**src/rtl/key_filter_pkg.sv**
```systemverilog
// Shared types and timing constants for the push-button debounce filter (key_filter).
package key_filter_pkg;

  typedef enum logic [1:0] {
    IDLE    = 2'd0,
    FILTER0 = 2'd1,
    DOWN    = 2'd2,
    FILTER1 = 2'd3
  } key_state_t;

  localparam int unsigned KEY_CNT_MAX_20MS = 32'd999_999;
  localparam int unsigned KEY_LONG_MAX_1S  = 32'd49_999_999;

  // Counter width able to hold 0..max_val, never narrower than one bit.
  function automatic int unsigned cnt_width(input int unsigned max_val);
    return (max_val < 1) ? 1 : $clog2(max_val + 1);
  endfunction

endpackage

```
**src/rtl/key_filter_sync.sv**
```systemverilog
// Two-flop synchroniser for the raw key pin plus a history flop for edge detection.
module key_sync
  import key_filter_pkg::*;
#(
  parameter logic RST_VAL = 1'b1
) (
  input  logic Clk50M,
  input  logic Rst,
  input  logic key_in,
  output logic nedge,
  output logic pedge,
  output logic s1
);

  logic s0;
  logic s2;

  // NOTE: sequential state uses non-blocking assignments so every flop samples pre-edge values.
  always_ff @(posedge Clk50M) begin
    if (Rst) begin
      s0 <= RST_VAL;
      s1 <= RST_VAL;
      s2 <= RST_VAL;
    end else begin
      s0 <= key_in;
      s1 <= s0;
      s2 <= s1;
    end
  end

  assign nedge = s2 & ~s1;
  assign pedge = ~s2 & s1;

endmodule

```
**src/rtl/key_filter.sv**
```systemverilog
// Debounce filter with press/release event pulse; optional long-press pulse when
// KEY_FILTER_LONG_PRESS_EN is defined.
module key_filter
  import key_filter_pkg::*;
#(
  parameter int unsigned CNT_MAX  = KEY_CNT_MAX_20MS,
  parameter int unsigned LONG_MAX = KEY_LONG_MAX_1S
) (
  input  logic Clk50M,
  input  logic Rst,
  input  logic key_in,
  output logic key_flag,
  output logic key_state
`ifdef KEY_FILTER_LONG_PRESS_EN
  ,
  output logic key_long
`endif
);

  localparam int unsigned CNT_W = cnt_width(CNT_MAX);
  localparam logic [CNT_W-1:0] CNT_LAST = CNT_W'(CNT_MAX);

  logic nedge;
  logic pedge;
  logic key_lvl;

  key_sync #(
    .RST_VAL(1'b1)
  ) u_sync (
    .Clk50M(Clk50M),
    .Rst   (Rst),
    .key_in(key_in),
    .nedge (nedge),
    .pedge (pedge),
    .s1    (key_lvl)
  );

  key_state_t       state;
  logic [CNT_W-1:0] cnt;
  logic             press_acc;
  logic             release_acc;

  // An opposite edge on the final window cycle aborts the event.
  assign press_acc   = (state == FILTER0) && !pedge && (cnt == CNT_LAST);
  assign release_acc = (state == FILTER1) && !nedge && (cnt == CNT_LAST);

  always_ff @(posedge Clk50M) begin
    if (Rst) begin
      state     <= IDLE;
      cnt       <= '0;
      key_flag  <= 1'b0;
      key_state <= 1'b1;
    end else begin
      key_flag <= 1'b0;
      case (state)
        IDLE: begin
          if (nedge) begin
            state <= FILTER0;
            cnt   <= '0;
          end
        end
        FILTER0: begin
          if (pedge) begin
            state <= IDLE;
            cnt   <= '0;
          end else if (press_acc) begin
            state     <= DOWN;
            cnt       <= '0;
            key_flag  <= 1'b1;
            key_state <= key_lvl;
          end else begin
            cnt <= cnt + CNT_W'(1);
          end
        end
        DOWN: begin
          if (pedge) begin
            state <= FILTER1;
            cnt   <= '0;
          end
        end
        FILTER1: begin
          if (nedge) begin
            state <= DOWN;
            cnt   <= '0;
          end else if (release_acc) begin
            state     <= IDLE;
            cnt       <= '0;
            key_flag  <= 1'b1;
            key_state <= key_lvl;
          end else begin
            cnt <= cnt + CNT_W'(1);
          end
        end
        default: begin
          state <= IDLE;
          cnt   <= '0;
        end
      endcase
    end
  end

`ifdef KEY_FILTER_LONG_PRESS_EN
  localparam int unsigned LCNT_W = cnt_width(LONG_MAX);
  localparam logic [LCNT_W-1:0] LCNT_LAST = LCNT_W'(LONG_MAX);

  logic [LCNT_W-1:0] lcnt;
  logic              long_done;

  // lcnt holds through a release bounce, so one press yields at most one key_long.
  always_ff @(posedge Clk50M) begin
    if (Rst) begin
      lcnt      <= '0;
      long_done <= 1'b0;
      key_long  <= 1'b0;
    end else begin
      key_long <= 1'b0;
      if (press_acc || release_acc) begin
        lcnt      <= '0;
        long_done <= 1'b0;
      end else if (state == DOWN) begin
        if (lcnt != LCNT_LAST) begin
          lcnt <= lcnt + LCNT_W'(1);
        end else if (!long_done) begin
          key_long  <= 1'b1;
          long_done <= 1'b1;
        end
      end
    end
  end
`endif

endmodule

```
**config.mk**
```make
export PLATFORM = sky130hd
export DESIGN_NAME = key_filter
export DESIGN_NICKNAME = d
export VERILOG_FILES = /design/src/rtl/key_filter_pkg.sv /design/src/rtl/key_filter_sync.sv /design/src/rtl/key_filter.sv
export SDC_FILE = /design/constraint.sdc
export NUM_CORES = 1
export LEC_CHECK = 0
export ABC_AREA = 1
export CORE_ASPECT_RATIO = 0.5
export CORE_MARGIN = 3
export CORE_UTILIZATION = 50
export CTS_CLUSTER_DIAMETER = 150
export DETAILED_ROUTE_END_ITERATION = 10
export PLACE_DENSITY = 0.67
export SYNTH_ARGS = -nofsm -noshare
export SYNTH_HDL_FRONTEND = slang
export SYNTH_SLANG_ARGS = --single-unit
```
**constraint.sdc**
```tcl
create_clock -name Clk50M -period 2.5 [get_ports Clk50M]
set_input_delay 0.25 -clock Clk50M [delete_from_list [all_inputs] [get_ports Clk50M]]
set_output_delay 0.25 -clock Clk50M [all_outputs]
set_load 0.1 [all_outputs]
```
# [Yosys cells after proc, flatten, opt, wreduce, memory -nomap -nowiden]
# Index checks and enable logic that the tools add are counted.
[word_totals] register_bits=27 latch_bits=0 mem_bits_rw=0 mem_bits_ro=0 inputBits=3 output_inout_bits=2 elab_cells=59 n_memories=0
[op_classes] addsub=1 multipliers=0 n_div=0 magnitude_cmp=0 eq_ne=12 shifts=0 muxes=24 bitwise_logic=4 reduce_logical=11
[ops] operator="2-to-1 mux 20 bit" count=6
[ops] operator="one-hot mux 20 bit (4 select lines)" count=1
[ops] operator="adder 20 x 1 -> 20 bit, second input constant" count=1
[ops] operator="equality test 20 bit, second input constant" count=1
[ops] operator="2-to-1 mux 2 bit" count=6
[ops] operator="inequality test 2 bit, second input constant" count=6
[ops] operator="2-to-1 mux 1 bit" count=8
[ops] operator="one-hot mux 2 bit (4 select lines)" count=1
[ops] operator="inequality test 3 bit, second input constant" count=2
[ops] operator="AND reduction 5 bit" count=1
[ops] operator="equality test 2 bit, second input constant" count=2
[ops] operator="logical AND 1 bit" count=4
[ops] operator="one-hot mux 1 bit (2 select lines)" count=2
[ops] operator="AND reduction 4 bit" count=1
[ops] operator="AND 1 bit" count=2
[ops] operator="equality test 2 x 1 -> 1 bit, second input constant" count=1
[ops] operator="logical NOT 1 bit" count=2
[ops] operator="logical NOT 2 bit" count=1
[ops] operator="inverter 1 bit" count=2
[ops] operator="AND reduction 2 bit" count=1
[ops] operator="nonzero test 2 bit" count=1

# [Longest topological paths before layout]
[logic_depth] depth_word=8 ltp_mapped=9 mapped_depth_nobuf=9

# [Hierarchy]
# A second synthesis with hierarchy kept.
[hier_totals] hier_cells=257 hier_area_um2=1661.6
[modules_own_cells] mod="key_filter" n_inst=1 cells_per_inst=244 area_per_inst_um2=1564.0 seq_area_each_um2=480.5
[modules_own_cells] mod="key_sync" n_inst=1 cells_per_inst=13 area_per_inst_um2=97.6 seq_area_each_um2=60.1

# [Worst setup path before layout]
# OpenSTA, ideal clock, no wires.
[synth_path] path_kind="flip-flop to flip-flop" startpoint="register cnt[0]" endpoint="register cnt[11]" setup_ps=115 arrival_ps=1285 path_slack_ps=1099 stages_incl_launch_ff=9 path_buffers=0 cell_sequence="dfxtp_1 > ha_1 > nand3_1 > nor2_4 > nand3_1 > nand2_4 > nand2_4 > nand2_4 > nor2_1"
[synth_via] elab_chain_len=5 elab_cells_between_ends=9 cone_classes="add/sub (1); eq/ne (1); mux (5); reduce/logical (2)"
[synth_lines] item="start: declaration" line_no="key_filter.sv:39" rtl="logic [CNT_W-1:0] cnt;"
[synth_lines] item="start signal: assignment" line_no="key_filter.sv:72" rtl="cnt <= cnt + CNT_W'(1);"
[synth_lines] item="start signal: assignment" line_no="key_filter.sv:91" rtl="cnt <= cnt + CNT_W'(1);"
[synth_lines] item="parallel branches: the longest is 4 deep, another holds adder 20 x 1 -> 20 bit"
[synth_lines] item="one-hot mux 20 bit (4 select lines) (*)" line_no="key_filter.sv:55" rtl="case (state)"
# Mark *: on every way between the ends.
# A chain may end at the register's enable or synchronous reset.

# [Final worst setup path]
# Same ends and word-level chain as after synthesis.

==> run_results.csv <==
group,metric,value,unit
sta,rsz0062_at_grt,"no",
detailed_routing,drc,0,
place,dpl_cell_area,0.00163,mm2
worst_hold_path,hold_class,"reg -> reg",
logic_synthesis,synth_cells,249,
setup_path,reg2regPathDepth,8,
sta,skew,0.00643,ns
power,power_density,614,mW/mm2
sta,fin_crit,1.61,ns
floorplanning,num_io_pins,5,
floorplanning,start_util,56.3,%
run,drv_cap,0,
floorplanning,num_rows,13,
logic_synthesis,synth-seq-cells,27,
sta,slew_headroom,69.4,%
floorplanning,design.die.area,0.00388,mm2
logic_synthesis,synth_most_common_cell,"nand2_1",
floorplanning,dieHeight,45.6,um
detailed_routing,drtIter0Drc,89,
detailed_routing,vias,1541,
logic_synthesis,synth_ff_type,"dfxtp_1",
setup_path,path_class,"reg -> reg",
sta,finalHoldViolCount,0,
sta,holdWs,0.429,ns
detailed_routing,post_drt_wl_per_cell,12.4,um
sta,maxSlewViolCount,0,
logic_synthesis,synth.area.top_cells,"dfxtp_1 (35%), nand2_1 (17%), nor2_1 (9.6%), nand3_1 (7.7%), inv_1 (7.7%)",
cts,numCtsBuffers,3,
logic_synthesis,yosysWarnings,0,
cts,clk_pin_slew_worst_paths,0.10,ns
layout,syn2layout_area_growth,7.11,%
layout,fin_nets,259,
logic_synthesis,avgSynthCellArea,6.29,um2
detailed_routing,viasPerCell,5.30,
global_routing,gr-usage-all-layers,20.2,%
cts,cts_tree,"yes",
setup_path,reg2reg_slack,0.89,ns
global_routing,grt_pass1_vias,1291,
cts,ctsHoldBuffers,0,
global_routing,grt_overflow,0,
cts,clkLatencyLatePin,0.27,ns
logic_synthesis,ys_async_sr_fraction,0,%
logic_synthesis,yosys.area.top_type,"dfxtp_1",
cts,cts_setup_buffers,0,
floorplanning,die_w,85.2,um
sta,finalCritPeriodShare,64.3,%
logic_synthesis,yosysTopAreaCellShare,34.5,%
layout,drive_above_1_share,11.8,%
layout,design_area,0.00168,mm2
detailed_routing,routed_wl,3.62,mm
detailed_routing,drtPass1Iterations,4,
layout,antennaDiodeCount,0,
setup_path,path_max_fanout,8,
setup_path,critPathSlowestCell,"dfxtp_1",
setup_path,worstPathRequired,2.68,ns
setup_path,path_cells,"ha_1 -> nand3_1 -> nor2_4 -> nand3_1 -> nand2_4 -> nand2_4 -> nand2_4 -> nor2_1",
setup_path,cp-end-kind,"register",
cts,root_buffer,"clkbuf_8",
setup_path,path_depth,8,
logic_synthesis,synth_edf_count,0,
cts,post_cts_resized,0,
logic_synthesis,syn_nets,253,
setup_path,crit_top_cell,"nand2_4",
worst_hold_path,hold_depth,1,
setup_path,path_buf_inv,0,
setup_path,max_stage_delay,0.36,ns
place,place_hpwl,2.82,mm
setup_path,crit_path_start_kind,"register",
place,gp_congestion,0.909,
setup_path,cp_top_family,"simple AND/OR/NAND/NOR gates",
logic_synthesis,synth.cells.most_frequent,"nand2_1 (69), nor2_1 (40), inv_1 (32), dfxtp_1 (27), nand3_1 (24)",
logic_synthesis,synth_cell_types,27,
sta,setup-violations-final,0,
layout,fillers,263,
power,peakVddDrop,480,uV
sta,finalSetupTns,0,ns
place,port_buffers,4,
cts,cts.sinks,27,
global_routing,grt_max_degree,16,
global_routing,antenna_found_initial,0,
cts,clk_path_buf_depth,2,
detailed_routing,antenna_left,0,
power,leakage,0.674,nW
setup_path,worstPathArrival,1.79,ns
logic_synthesis,yosysSeqAreaShare,34.5,%
sta,worst_pin_slew,0.458,ns
power,p_total,0.00103,W
global_routing,grt_pass1_wl,6.07,mm
cts,htreeDepth,1,
sta,fmax,0.622,GHz
logic_synthesis,synth_area,0.00157,mm2
floorplanning,core,0.00278,mm2
status,run_status,"completed",
==> flip-flops by register name (all words and copies together), names as in the netlist <==
name and flops:
cnt 20, key_flag 1, key_state 1, state 2, u_sync.s0 1, u_sync.s1 1, u_sync.s2 1
==> layout by cell type (no fill, tap or decap) <==
cell and n:
nor2_4 2, o21ai_1 1, nor3_2 3, nand2_1 69, a21oi_1 9, o21ai_0 5
clkdlybuf4s50_1 2, or2_2 3, ha_1 1, xnor2_1 1, inv_4 1, nor2_1 40
nand3_1 24, nand4_1 6, nor3_1 4, o22ai_1 1, inv_1 32, nand2_2 6
dfxtp_1 27, a31o_2 1, inv_2 1, o211ai_1 1, clkinv_2 1, clkbuf_8 3
nor2_2 4, and2_1 1, buf_4 2, nand2_4 3
==> worst register-to-register path, stage by stage, from the launching register on <==
cell and delay, ns:
dfxtp_1 0.36, ha_1 0.25, nand3_1 0.16, nor2_4 0.17, nand3_1 0.14, nand2_4 0.14, nand2_4 0.11, nand2_4 0.12
nor2_1 0.07
==> final cells by class <==
class                           count  area, um2  area share [%]
Tap cell                           37       46.3            2.76
Inverter                           34        130            7.76
Timing Repair Buffer                4       35.0            2.09
Clock buffer                        3       41.3            2.46
Sequential cell                    27        541            32.2
Multi-Input combinational cell    185        880            52.4
Clock inverter                      1       5.00           0.298
==> cells by family after synthesis <==
group,share of synthesized area [%]
adders and majority gates,0.799
buffers and inverters,9.35
xor gates and xnor gates,0.559
AOI/OAI and AO/OA,6.23
and+or+nand+nor,48.6
DFF,34.5
==> stage by stage <==
step                      setup slack [ns]  utilization [%]  instances
after floorplan                       1.10                -        249
after global routing                 0.747             60.3        291
after detailed placement             0.877             58.7        287
after CTS                            0.894             60.3        291
final                                0.892             60.3        291
after global placement               0.929             58.7        287
==> worst paths after layout <==
kind                   from         to
setup reg to reg     cnt[0]    cnt[11]
hold / removal    u_sync.s0  u_sync.s1
hold reg to reg   u_sync.s0  u_sync.s1
setup / recovery     cnt[0]    cnt[11]
==> power by group <==
group	leakage (nW)	internal, W	switching (W)	total (W)
combinational	0.430	0.0000776	0.000228	0.000305
clock	0.0255	0.000112	0.000141	0.000253
sequential	0.219	0.000451	0.0000201	0.000471
==> layer usage <==
layer	wire, um	vias to the layer above	part of all wire (%)	global-route usage, %
li1	-	799	-	-
met4	8	0	0.22	2.21
met1	1850	681	51	30.5
met3	336	2	9.3	4.87
met2	1430	59	40	29.9
met5	0	-	0	0
Note: power is estimated with default switching activity, not from simulation.
